`config.mk`:
```
export PLATFORM = sky130hd
export DESIGN_NAME = sync_fifo_param
export DESIGN_NICKNAME = d
export VERILOG_FILES = /design/src/rtl/sync_fifo_param.sv
export SDC_FILE = /design/constraint.sdc
export NUM_CORES = 1
export LEC_CHECK = 0
export CAP_MARGIN = 20
export CORE_MARGIN = 4
export CORE_UTILIZATION = 54
export CTS_CLUSTER_SIZE = 28
export DETAILED_ROUTE_END_ITERATION = 10
export PLACE_DENSITY = 0.76
export SLEW_MARGIN = 30
export SYNTH_ARGS = -nofsm -noshare
export SYNTH_HDL_FRONTEND = slang
export SYNTH_SLANG_ARGS = --single-unit
```
`constraint.sdc`:
```
create_clock -name clk -period 2.62 [get_ports clk]
set_input_delay 0.524 -clock clk [delete_from_list [all_inputs] [get_ports clk]]
set_output_delay 0.524 -clock clk [all_outputs]
set_load 0.1 [all_outputs]
```
`src/rtl/sync_fifo_param.sv`:
```
// -----------------------------------------------------------------------------
// sync_fifo_param
// Parametrised single-clock FIFO with occupancy count, almost-full/almost-empty
// thresholds, sticky overflow/underflow flags, synchronous flush and an
// optional first-word-fall-through read port.
// Status flags are decoded from the registered count only, so they never
// depend combinationally on wr_en/rd_en.
// -----------------------------------------------------------------------------
module sync_fifo_param #(
   parameter int DATA_W    = 8,
   parameter int DEPTH     = 16,
   parameter int AF_THRESH = DEPTH - 2,
   parameter int AE_THRESH = 2,
   parameter int FWFT      = 0
) (
   input  logic                       clk,
   input  logic                       rst,
   input  logic                       flush,
   input  logic                       wr_en,
   input  logic [DATA_W-1:0]          data_in,
   input  logic                       rd_en,
   output logic [DATA_W-1:0]          data_out,
   output logic                       full,
   output logic                       empty,
   output logic                       almost_full,
   output logic                       almost_empty,
   output logic [$clog2(DEPTH):0]     count,
   output logic                       overflow,
   output logic                       underflow
);

   localparam int AW = $clog2(DEPTH);
   localparam int CW = AW + 1;

   // Storage and state
   logic [DATA_W-1:0] mem_r [DEPTH];
   logic [AW-1:0]     wr_ptr_r;
   logic [AW-1:0]     rd_ptr_r;
   logic [CW-1:0]     count_r;
   logic              overflow_r;
   logic              underflow_r;

   // Decoded status and handshake terms
   logic              empty_s;
   logic              full_s;
   logic              rd_ok_s;
   logic              wr_ok_s;
   logic              wr_rej_s;
   logic              rd_rej_s;
   logic [DATA_W-1:0] head_s;

   // Status decode from the registered count and request acceptance
   always_comb begin
      empty_s  = (count_r == CW'(0));
      full_s   = (count_r == CW'(DEPTH));
      rd_ok_s  = rd_en & ~empty_s;
      // a read in the same cycle frees a slot, so a full FIFO can still accept
      wr_ok_s  = wr_en & (~full_s | rd_ok_s);
      wr_rej_s = wr_en & ~wr_ok_s;
      rd_rej_s = rd_en & ~rd_ok_s;
      head_s   = mem_r[rd_ptr_r];
   end

   // Memory write port; contents are intentionally not reset
   always_ff @(posedge clk) begin
      if (!rst && !flush && wr_ok_s) begin
         mem_r[wr_ptr_r] <= data_in;
      end
   end

   // Write pointer: advances on every accepted write, wraps naturally
   always_ff @(posedge clk or posedge rst) begin
      if (rst) begin
         wr_ptr_r <= AW'(0);
      end else if (flush) begin
         wr_ptr_r <= AW'(0);
      end else if (wr_ok_s) begin
         wr_ptr_r <= wr_ptr_r + AW'(1);
      end else begin
         wr_ptr_r <= wr_ptr_r;
      end
   end

   // Read pointer: advances on every accepted read, wraps naturally
   always_ff @(posedge clk or posedge rst) begin
      if (rst) begin
         rd_ptr_r <= AW'(0);
      end else if (flush) begin
         rd_ptr_r <= AW'(0);
      end else if (rd_ok_s) begin
         rd_ptr_r <= rd_ptr_r + AW'(1);
      end else begin
         rd_ptr_r <= rd_ptr_r;
      end
   end

   // Occupancy: +1 on write only, -1 on read only, otherwise unchanged
   always_ff @(posedge clk or posedge rst) begin
      if (rst) begin
         count_r <= CW'(0);
      end else if (flush) begin
         count_r <= CW'(0);
      end else begin
         case ({wr_ok_s, rd_ok_s})
            2'b10:   count_r <= count_r + CW'(1);
            2'b01:   count_r <= count_r - CW'(1);
            default: count_r <= count_r;
         endcase
      end
   end

   // Sticky error flags; flush discards requests without flagging them
   always_ff @(posedge clk or posedge rst) begin
      if (rst) begin
         overflow_r  <= 1'b0;
         underflow_r <= 1'b0;
      end else if (flush) begin
         overflow_r  <= 1'b0;
         underflow_r <= 1'b0;
      end else begin
         overflow_r  <= overflow_r  | wr_rej_s;
         underflow_r <= underflow_r | rd_rej_s;
      end
   end

   generate
      if (FWFT != 0) begin : g_fwft
         // Head word is presented directly; zero while nothing is stored
         always_comb begin
            if (empty_s) begin
               data_out = DATA_W'(0);
            end else begin
               data_out = head_s;
            end
         end
      end else begin : g_std
         logic [DATA_W-1:0] dout_r;

         // Registered read: capture head on an accepted read, hold otherwise
         always_ff @(posedge clk or posedge rst) begin
            if (rst) begin
               dout_r <= DATA_W'(0);
            end else if (!flush && rd_ok_s) begin
               dout_r <= head_s;
            end else begin
               dout_r <= dout_r;
            end
         end

         // Drive the registered read data onto the port
         always_comb begin
            data_out = dout_r;
         end
      end
   endgenerate

   // Port outputs decoded from registered state
   always_comb begin
      count        = count_r;
      empty        = empty_s;
      full         = full_s;
      almost_full  = (count_r >= CW'(AF_THRESH));
      almost_empty = (count_r <= CW'(AE_THRESH));
      overflow     = overflow_r;
      underflow    = underflow_r;
   end

endmodule

```
Yosys cells after proc, flatten, opt, wreduce, memory -nomap -nowiden

Memory sizes are Yosys's and may differ from the RTL's. A register that Yosys moved wholly into a read port is not among the register bits.
Cells that the tools add are included.

Reduce and logical (&&, ||, !) cells: 9
Equality and inequality tests: 3
Add/subtract/negate cells: 4
Multiply operators: 0
$lt $le $gt $ge: 2
Shift-type cells: 0
Div/mod/pow operators: 0
Mux-type cells: 10
Bitwise operators: 11

Operators by type and width:

| kind                                                                   | number |
|---|---|
| 4-bit two-way mux                                                      | 4 |
| 5-bit one-hot mux with 2 select lines                                  | 1 |
| 4-bit by 1-bit adder with 4-bit output (second input constant)         | 2 |
| 5-bit by 1-bit adder with 5-bit output (second input constant)         | 1 |
| 5-bit equality test (second input constant)                            | 1 |
| 5-bit by 4-bit >= comparator with 1-bit output (second input constant) | 1 |
| 5-bit by 2-bit <= comparator with 1-bit output (second input constant) | 1 |
| 5-bit logical NOT                                                      | 1 |
| 5-bit two-way mux                                                      | 1 |
| 5-bit by 1-bit subtractor with 5-bit output (second input constant)    | 1 |
| 1-bit bitwise AND                                                      | 4 |
| 1-bit two-way mux                                                      | 4 |
| 1-bit NOT                                                              | 4 |
| 2-bit nonzero test                                                     | 2 |
| 1-bit logical AND                                                      | 3 |
| 1-bit OR                                                               | 3 |
| 3-bit nonzero test                                                     | 1 |
| 2-bit by 1-bit equality test with 1-bit output (second input constant) | 1 |
| 2-bit equality test (second input constant)                            | 1 |
| 1-bit logical NOT                                                      | 2 |

Logic and storage cells: 45
Bits in latches: 0
Memories kept: 1
Output and inout bits: 19
Bits in writable memories: 128
Bits in registers: 15
Memory bits (read-only): 0
Input bits: 13

Memories:

| name  | depth | bits a word | rd ports | clocked after Yosys merged registers in | write ports | line | RTL |
|---|---|---|---|---|---|---|---|
| mem_r | 16    | 8           | 1        | 1                                       | 1           | 36   | `logic [DATA_W-1:0] mem_r [DEPTH];` |

Depth between registers and ports, before layout

Word-level depth: 9
Gate-level depth with buffers: 11
Gate-level depth less buffers: 10

Least setup slack after synthesis

OpenSTA, ideal clock, no wires.

Path type: register to output
Start: register count_r[4], in the netlist count[4]
End: output port almost_empty
Path buffers: 0
Required time: 2.096 ns
Arrival: 5.667 ns
Cell stages (with the launch flop): 2
Path slack: -3.571 ns
Path through: dfrtp_1 a2111oi_0

Longest elaborated chain between the ends: 1

RTL lines:

| element                                        | line | RTL |
|---|---|---|
| start: declaration                             | 39   | `logic [CW-1:0] count_r;` |
| start signal: assignment                       | 105  | `2'b10: count_r <= count_r + CW'(1);` |
| start signal: assignment                       | 106  | `2'b01: count_r <= count_r - CW'(1);` |
| start signal: assignment                       | 107  | `default: count_r <= count_r;` |
| 5-bit by 2-bit <= comparator with 1-bit output | 163  | `almost_empty = (count_r <= CW'(AE_THRESH));` |
| end: declaration                               | 26   | `output logic almost_empty,` |

No other way between the ends.

Worst setup path in the final report

Start: register count_r[1], in the netlist count[1]
End: register count_r[4], in the netlist count[4]

Longest elaborated chain between the ends: 8
Elaborated cells between the ends (all ways): 14
Those cells by class: add/sub: 2; eq/ne: 3; mux: 2; bitwise: 5; reduce/logical: 2

RTL lines:

| element                                                                               | line | RTL |
|---|---|---|
| 5-bit logical NOT                                                                     | 54   | `empty_s = (count_r == CW'(0));` |
| 1-bit NOT                                                                             | 56   | `rd_ok_s = rd_en & ~empty_s;` |
| 1-bit bitwise AND                                                                     | 56   |  |
| 1-bit OR                                                                              | 58   | `wr_ok_s = wr_en & (~full_s \| rd_ok_s);` |
| 1-bit bitwise AND                                                                     | 58   |  |
| 2-bit by 1-bit equality test with 1-bit output or 2-bit equality test (tied branches) | 104  | `case ({wr_ok_s, rd_ok_s})` |
| 5-bit one-hot mux with 2 select lines                                                 | 104  |  |
| 5-bit two-way mux                                                                     | 101  | `end else if (flush) begin` |

Parallel ways exist; a longest one is shown, timed or not.
A chain may end at the register's enable or synchronous reset.

==> out/results.ini <==
[status]
status=finished clean

[sta]
slew_headroom=0.5621
post-route-period-util=0.9654
fin_ws_ns=0.09059
skew_ns=0.01072
post-route-min-period_ns=2.529
slew_violations=0
whs_ns=0.4990
tightest_slew_ns=0.6569
fmax_ghz=0.3953
final-setup-viol-count=0
hold_viol=0
rsz0062_at_grt=true

[synthesis]
yosysTopAreaCell=edfxtp_1
synth_top_area_share=0.6181
async_flop_share=0.1523
synthCells=347
yosysWarningCount=0
synth-edff-count=128
synth_cell_types=38
synth.net_count=369
syn_area_per_cell_um2=17.92
synth-main-ff-cell=edfxtp_1
synth_seq_area_share=0.7107
synthTopCellsByArea=edfxtp_1, mux4_2, dfrtp_1
ys_seq_elements=151
netlist_area_mm2=0.006218

[cells_and_area]
synthToLayoutAreaGrowth_pct=21.27
utilization=0.6836
antenna_cells=0
final_common_cell=edfxtp_1
nets=439
drive_above_1_share=0.3186
nFillCells=728
design_area_mm2=0.007541
layout_common_cells=edfxtp_1, buf_4, mux4_2, nor2_1

[clock_network]
cts.clk_slew.worst_paths_ns=0.06
clock-root-buffer=clkbuf_16
cts_max_path_buffers=2
numCtsBuffers=17
tritoncts=built
htreeDepth=4
clock-sinks=151
insertion_delay_ns=0.41

[route]
drt_first_pass_iters=5
wl_met2_mm=6.284
routedWlPerCell_um=21.72
ant_nets=0
drt_iter0_markers=325
avgViaCountPerCell=5.921
drc=0
drt-total-wl_mm=12.38
num_vias=3375
met3WireLength_um=921
met1_length_mm=4.905
top_layer=met4

[critical_path]
crit_path_start_kind=register
crit_chain=or4_4, nor2_4, or2_4, inv_4, ha_4, nand2b_1, a21oi_2, nor3b_2, or3_1, a31oi_1
path_max_fanout=3
cp_slowest_stage_delay_ns=0.57
cp_slowest_cell=or4_4
worst-endpoint-required_ns=2.96
critPathKind=reg -> reg
worstPathArrival_ns=2.87
worst_setup_path_end_kind=register

[power_and_ir_drop]
leakage_nw=2.580
power_density_mw_per_mm2=948.2
power_mw=7.150
vdd_drop_max_v=0.0008589

[placement]
place_congestion=0.8136
place_ws_ns=-0.1467
placed_cell_area_mm2=0.006978
io_buffer_count=31
dp_hpwl_mm=7.924

[floorplanning]
dieHeight_um=115.3
rows=38
core-area_mm2=0.01103
start_util=0.5637
ios=32
dieArea_mm2=0.01330
die_w_um=115.3

[global_route]
grt_pass1_vias=3489
grt_max_degree=35
grt_use_total=0.2063
antenna_found_initial=0
grt_pass1_wl_mm=19.58
grt.overflow.total=0

[hold_path]
hold_path.class=reg -> reg

[job]
max-cap-violations=0

layer usage:
| metal | up-vias | global-route usage |
|---|---|---|
| met5 | - | 0 |
| met4 | 0 | 0.08607 |
| li1 | 1498 | - |
| met3 | 25 | 0.04632 |
| met2 | 141 | 0.3380 |
| met1 | 1711 | 0.2696 |
worst max-delay path: cells and delay by family (launching register included):
kind / cells / cell delay (ns)
compound gates: 2 / 0.23
fa+ha+maj: 1 / 0.22
buf+inv: 1 / 0.06
flops: 1 / 0.47
simple gates: 6 / 1.48
area by class of cell:
| type | count | area, µm² | area share |
|---|---|---|---|
| Timing Repair Buffer | 69 | 598.1 | 0.07931 |
| Sequential cell | 151 | 4431 | 0.5875 |
| Clock inverter | 11 | 107.6 | 0.01427 |
| Inverter | 10 | 40.04 | 0.005309 |
| Clock buffer | 21 | 440.4 | 0.05840 |
| Tap cell | 140 | 175.2 | 0.02323 |
| Multi-Input combinational cell | 168 | 1749 | 0.2320 |
Yosys cell counts (all sizes together), types with 2 or more instances:
master and count:
or3 4, inv 10, nand2 16, nor3 7, mux4 32, mux2 4, o221ai 8, clkbuf 9
buf 9, nor2 34, or2 2, xnor2 3, dfrtp 23, xor2 4, mux2i 18, o21ai 6
nand2b 4, edfxtp 128, a21oi 5, ha 8, nand3 5
stage by stage:
stage,cells,setup TNS (ns)
3_5_place_dp,537,-0.1467
5_1_grt,570,-0.01458
4_1_cts,569,0
6_report,570,0
2_1_floorplan,347,-2.472
3_3_place_gp,537,-0.01496
logic make-up (layout without fill, tap and decap cells):
family,Yosys count,count (layout),synth area share
flops,151,151,0.7107
simple gates,75,75,0.05433
mux,54,54,0.1521
buf+inv,28,111,0.02274
compound gates,23,23,0.03099
fa+ha+maj,9,9,0.01932
xor+xnor,7,7,0.009859
path summary, 6_finish.rpt:
kind | from | endpoint | slack, ns | cells after the start
min in group asynchronous | rst | overflow | 0.53 | 3
worst min register to register | underflow | underflow | 0.50 | 2
worst min-delay path | underflow | underflow | 0.50 | 2
max in group asynchronous | rst | count[1] | 1.81 | 3
worst max register to register | count[1] | count[4] | 0.09 | 10
worst max-delay path | count[1] | count[4] | 0.09 | 10
state kept, by name, summed over array words and instances, names as in the netlist:
signal and count:
count 5, data_out 8, mem_r 128, overflow 1
rd_ptr_r 4, underflow 1, wr_ptr_r 4
power by group:
part	total, mW	internal, mW	switching [mW]	leakage [nW]
combinational	2.04	0.601	1.44	0.875
clock	2.27	1.38	0.884	0.259
sequential	2.84	2.74	0.103	1.45
total	7.15	4.72	2.43	2.58
timing repair:
item	4_1_cts	5_1_grt
endpoints found under the setup margin	0	2
resized for setup	0	2
hold buffers	0	0
buffers inserted	0	1
(Power assumes the default switching activity.)
==> edit 1 (same settings) <==
Change the parameter `DEPTH` from 16 to 32.
--- a/src/rtl/sync_fifo_param.sv
+++ b/src/rtl/sync_fifo_param.sv
@@ -9,5 +9,5 @@
 module sync_fifo_param #(
    parameter int DATA_W    = 8,
-   parameter int DEPTH     = 16,
+   parameter int DEPTH     = 32,
    parameter int AF_THRESH = DEPTH - 2,
    parameter int AE_THRESH = 2,
Ports: changed (resized count); port bits go from 32 to 33. No check against the original RTL was run, so the function may have changed too.
==> edit 1 against the unedited design <==
- the run now ends with setup timing left
- setup slack got worse by 300 ps
- routed wire length increased by 100%
- synthesized area increased by 82%
- final area increased by 80%
- largest power group unchanged
- largest cell class unchanged
- sequential cell count increased by 131
- total power increased by 82%
- sequential share of layout area increased by 2.8 points
==> edit 1: results (changes against the unedited design) <==
status=complete, but fails checks; failing checks=setup timing; setup TNS=-512 ps (-512 ps); met3 Use GR=0.0342 (-0.0121); syn avg cell area=18.3 µm² (+2.1%); Adder-Cell Fraction of Synth Area=0.0117 (-0.00761); Worst Path Max Fanout=5 (+2); wirelength, routed=25400 µm (+100%); Fillers=1329 (+83%); Via-to-Cell Ratio=6.18 (+4.4%); largest net degree at the start of global routing=33 (-5.7%); endpoints failing setup=3 (+3); first-pass GRT wire length=39600 µm (+100%); Final Net Count=749 (+71%); Num CTS Buffers=28 (+11); HPWL after DPL=16100 µm (+100%); Post-Place Worst Slack=-247 ps (-99.9 ps); vias in the first global route=6609 (+89%); worst slew pin tran=808 ps (+151 ps); Worst IR Drop VDD=0.597 mV (-30%); Worst EP arrival=3250 ps (+380 ps); setup ws final=-214 ps (-304 ps); dpl cells=958 (+78%); clock skew=9.32 ps (-1.40 ps); register area share after synthesis=0.736 (+0.0254); clk buf depth=3 (+1); Post-synth ARST share=0.0922 (-0.0601); DP Area=12500 µm² (+80%); routing usage on met2=0.363 (+0.0252); minimum hold slack=519 ps (+20.2 ps); clk_lat worst skew=530 ps (+120 ps); Worst Setup SP=count[4]$_DFFE_PP0P_; multiplexer area fraction after synthesis=0.132 (-0.0202)
==> edit 1: what timing repair did <==
item,4_1_cts,5_1_grt
buffers inserted,3,5
cloned,0,0
endpoints found under the setup margin,6,61
hold buffers,0,0
endpoints found under the hold margin,0,0
pin swaps,2,4
gates resized for setup,2,15
==> edit 1: cell type report <==
class	instances	area [µm²]	area share
flip-flops and latches	282	8360	0.616
inverters	5	18.8	0.00138
multi-input cells	299	2960	0.218
clock inverters	17	156	0.0115
clock buffers	34	744	0.0548
repair buffers	110	1000	0.0740
well taps	270	338	0.0249
==> edit 1: where the power goes <==
| part | leakage (µW) | total, µW | internal [µW] | switching (µW) |
|---|---|---|---|---|
| Sequential | 0.00263 | 5220 | 5050 | 174 |
| Combinational | 0.00150 | 3890 | 1590 | 2300 |
| Clock | 0.000430 | 3900 | 2300 | 1600 |
==> edit 1: per-layer routing <==
metal / vias up / routed length [µm]
li1: 2706 / -
met1: 3197 / 10100
met2: 332 / 12600
met3: 52 / 1920
met4: 0 / 668
met5: - / 0
==> edit 2 (same settings) <==
Without the edit above. Make the reset (`rst`) synchronous in 5 clocked blocks.
--- a/src/rtl/sync_fifo_param.sv
+++ b/src/rtl/sync_fifo_param.sv
@@ -70,5 +70,5 @@
 
    // Write pointer: advances on every accepted write, wraps naturally
-   always_ff @(posedge clk or posedge rst) begin
+   always_ff @(posedge clk) begin
       if (rst) begin
          wr_ptr_r <= AW'(0);
@@ -83,5 +83,5 @@
 
    // Read pointer: advances on every accepted read, wraps naturally
-   always_ff @(posedge clk or posedge rst) begin
+   always_ff @(posedge clk) begin
       if (rst) begin
          rd_ptr_r <= AW'(0);
@@ -96,5 +96,5 @@
 
    // Occupancy: +1 on write only, -1 on read only, otherwise unchanged
-   always_ff @(posedge clk or posedge rst) begin
+   always_ff @(posedge clk) begin
       if (rst) begin
          count_r <= CW'(0);
@@ -111,5 +111,5 @@
 
    // Sticky error flags; flush discards requests without flagging them
-   always_ff @(posedge clk or posedge rst) begin
+   always_ff @(posedge clk) begin
       if (rst) begin
          overflow_r  <= 1'b0;
@@ -138,5 +138,5 @@
 
          // Registered read: capture head on an accepted read, hold otherwise
-         always_ff @(posedge clk or posedge rst) begin
+         always_ff @(posedge clk) begin
             if (rst) begin
                dout_r <= DATA_W'(0);
Check against the original RTL: differs if rst is asserted again (counterexample within 4 cycles, from zero or initial values and one cycle with rst high); with rst held inactive, the same outputs for 4 cycles.
==> edit 2 against the unedited design <==
- sequential cell count is the same
- synthesized area is essentially flat
- cell count shrank 2.6%
- final area down 1.5%
- critical path depth shrank 2
- maximum frequency increased by 1.0%
- die area hardly changed
- routed wire length up 2.0%
- largest cell class unchanged
- setup slack improved by 25 ps
- clock skew is 5.3 ps lower
- highest routed layer unchanged
- hold slack got worse by 20 ps
Power is not compared: it rests on default switching activity, and its combinational part moved more than twofold at a synthesized area within 25%.
==> edit 2: results (changes against the unedited design) <==
Via-to-Cell Ratio=5.95 (+0.51%); initial antenna violation count=0 (unchanged); largest net degree at the start of global routing=36 (+2.9%); clk_lat worst skew=420 ps; Synth area leaders=edfxtp_1 (62%), mux4_1 (8.9%), dfxtp_1 (7.4%); CP max-delay cell=or4_4; FMAX=399 MHz (+1.0%); top cells by count, synth=edfxtp_1 (128), nor2_1 (37), dfxtp_1 (23), mux4_1 (21), mux2i_1 (16); Post-CTS Resized=0 (unchanged); Worst EP arrival=2800 ps (-70 ps); DR vias=3303 (-2.1%); sw frac=0.213; worst slew pin tran=763 ps (+106 ps); Num CTS Buffers=17 (unchanged); setup bufs post-CTS=0 (unchanged); clock skew=5.41 ps (-5.31 ps); Worst IR Drop VDD=0.527 mV; worst r2r path cells=8 (-2); status=completed; Hold WC Path Type=flop to flop; Worst-path clk slew=60 ps (about the same); P per Cell Area=702 nW/µm²; Largest Register=mem_r; layout cells sized above 1=0.277 (-0.0415); Worst R2R Start=count[2]$_SDFFE_PP0P_; Fillers=755 (+3.7%); # diodes=0 (unchanged); CTS H-tree depth=4 (unchanged); dpl cells=523 (-2.6%); worst hold endpoint=overflow$_SDFF_PP0_; Reg power frac=0.504; Gate Count Post-Synth=341 (-1.7%); register area share after synthesis=0.693 (-0.0181); Starting DRT DRC Count=265 (-18%); Yosys cell types=41 (+7.9%); Synthesized Nets=363 (-1.6%); vias in the first global route=3470 (-0.54%); Post-synth ARST share=0 (-0.152); GPL Wtd Cong=0.774 (-4.9%); Worst Path Max Fanout=7 (+4); wirelength, routed=12600 µm (+2.0%); Port Buffer Count=31 (unchanged); cell area after layout=7430 µm² (-1.5%); Leak Pwr=0.00254 µW; Post-synth EDFFs=128 (unchanged); RR Endpoint=count[4]$_SDFFE_PP0P_; Yosys Warn Count=0 (unchanged); Worst Min Path Start=overflow$_SDFF_PP0_; Final Net Count=424 (-3.4%); DP Area=6850 µm² (-1.8%); max reg flops=128 (unchanged); Tot GR Track Use=0.209 (+0.00276); HPWL after DPL=8010 µm (+1.1%); CP peak stage delay=570 ps (about the same); Post-Place Worst Slack=117 ps (+264 ps); Root Driver=clkbuf_16; Crit path max-delay family=compound AO/OA/AOI/OAI gates; minimum hold slack=479 ps (-19.7 ps); first-pass GRT wire length=19800 µm (+1.2%)
-- edit 2: changes by cell type in the layout (fill, tap and decap cells not counted), sizes merged, moves of 4 or more --
| cell | before | now |
|---|---|---|
| dfrtp | 23 | 0 |
| dfxtp | 0 | 23 |
| buf | 57 | 45 |
| a221o | 0 | 8 |
| o221ai | 8 | 0 |
| nor3 | 7 | 0 |
| mux2 | 4 | 8 |
| o21ai | 6 | 2 |
-- edit 2: cell type report --
cell class	count	area, µm²	share of cell area
clock buffer	21	480	0.0647
clock inverter	11	97.6	0.0131
inverter	6	22.5	0.00303
multi-input combinational	169	1840	0.248
sequential	151	4320	0.581
tap	140	175	0.0236
timing repair buffer	57	495	0.0667
-- edit 2: worst max path at each step --
stage,start,end,cells after the start
floorplan,count[2]$_SDFFE_PP0P_,count[4]$_SDFFE_PP0P_,9
global placement,count[2]$_SDFFE_PP0P_,count[4]$_SDFFE_PP0P_,8
detailed placement,count[2]$_SDFFE_PP0P_,count[4]$_SDFFE_PP0P_,8
CTS,count[2]$_SDFFE_PP0P_,count[4]$_SDFFE_PP0P_,8
global route,count[2]$_SDFFE_PP0P_,count[4]$_SDFFE_PP0P_,8
finish,count[2]$_SDFFE_PP0P_,count[4]$_SDFFE_PP0P_,8
-- edit 2: per-layer routing --
layer | GRT usage | routed length (µm) | part of all wire
met1 | 0.260 | 5230 | 0.41
met2 | 0.346 | 6420 | 0.51
met3 | 0.0642 | 730 | 0.058
met4 | 0.0806 | 255 | 0.020
met5 | 0 | 0 | 0
-- edit 2: kinds of logic after synthesis --
group                    synth area share
flip-flops                          0.693
AND/OR/NAND/NOR                    0.0505
multiplexers                        0.169
AO/OA/AOI/OAI                      0.0405
buffers and inverters              0.0211
adder cells (fa/ha/maj)            0.0193
XOR/XNOR                          0.00705
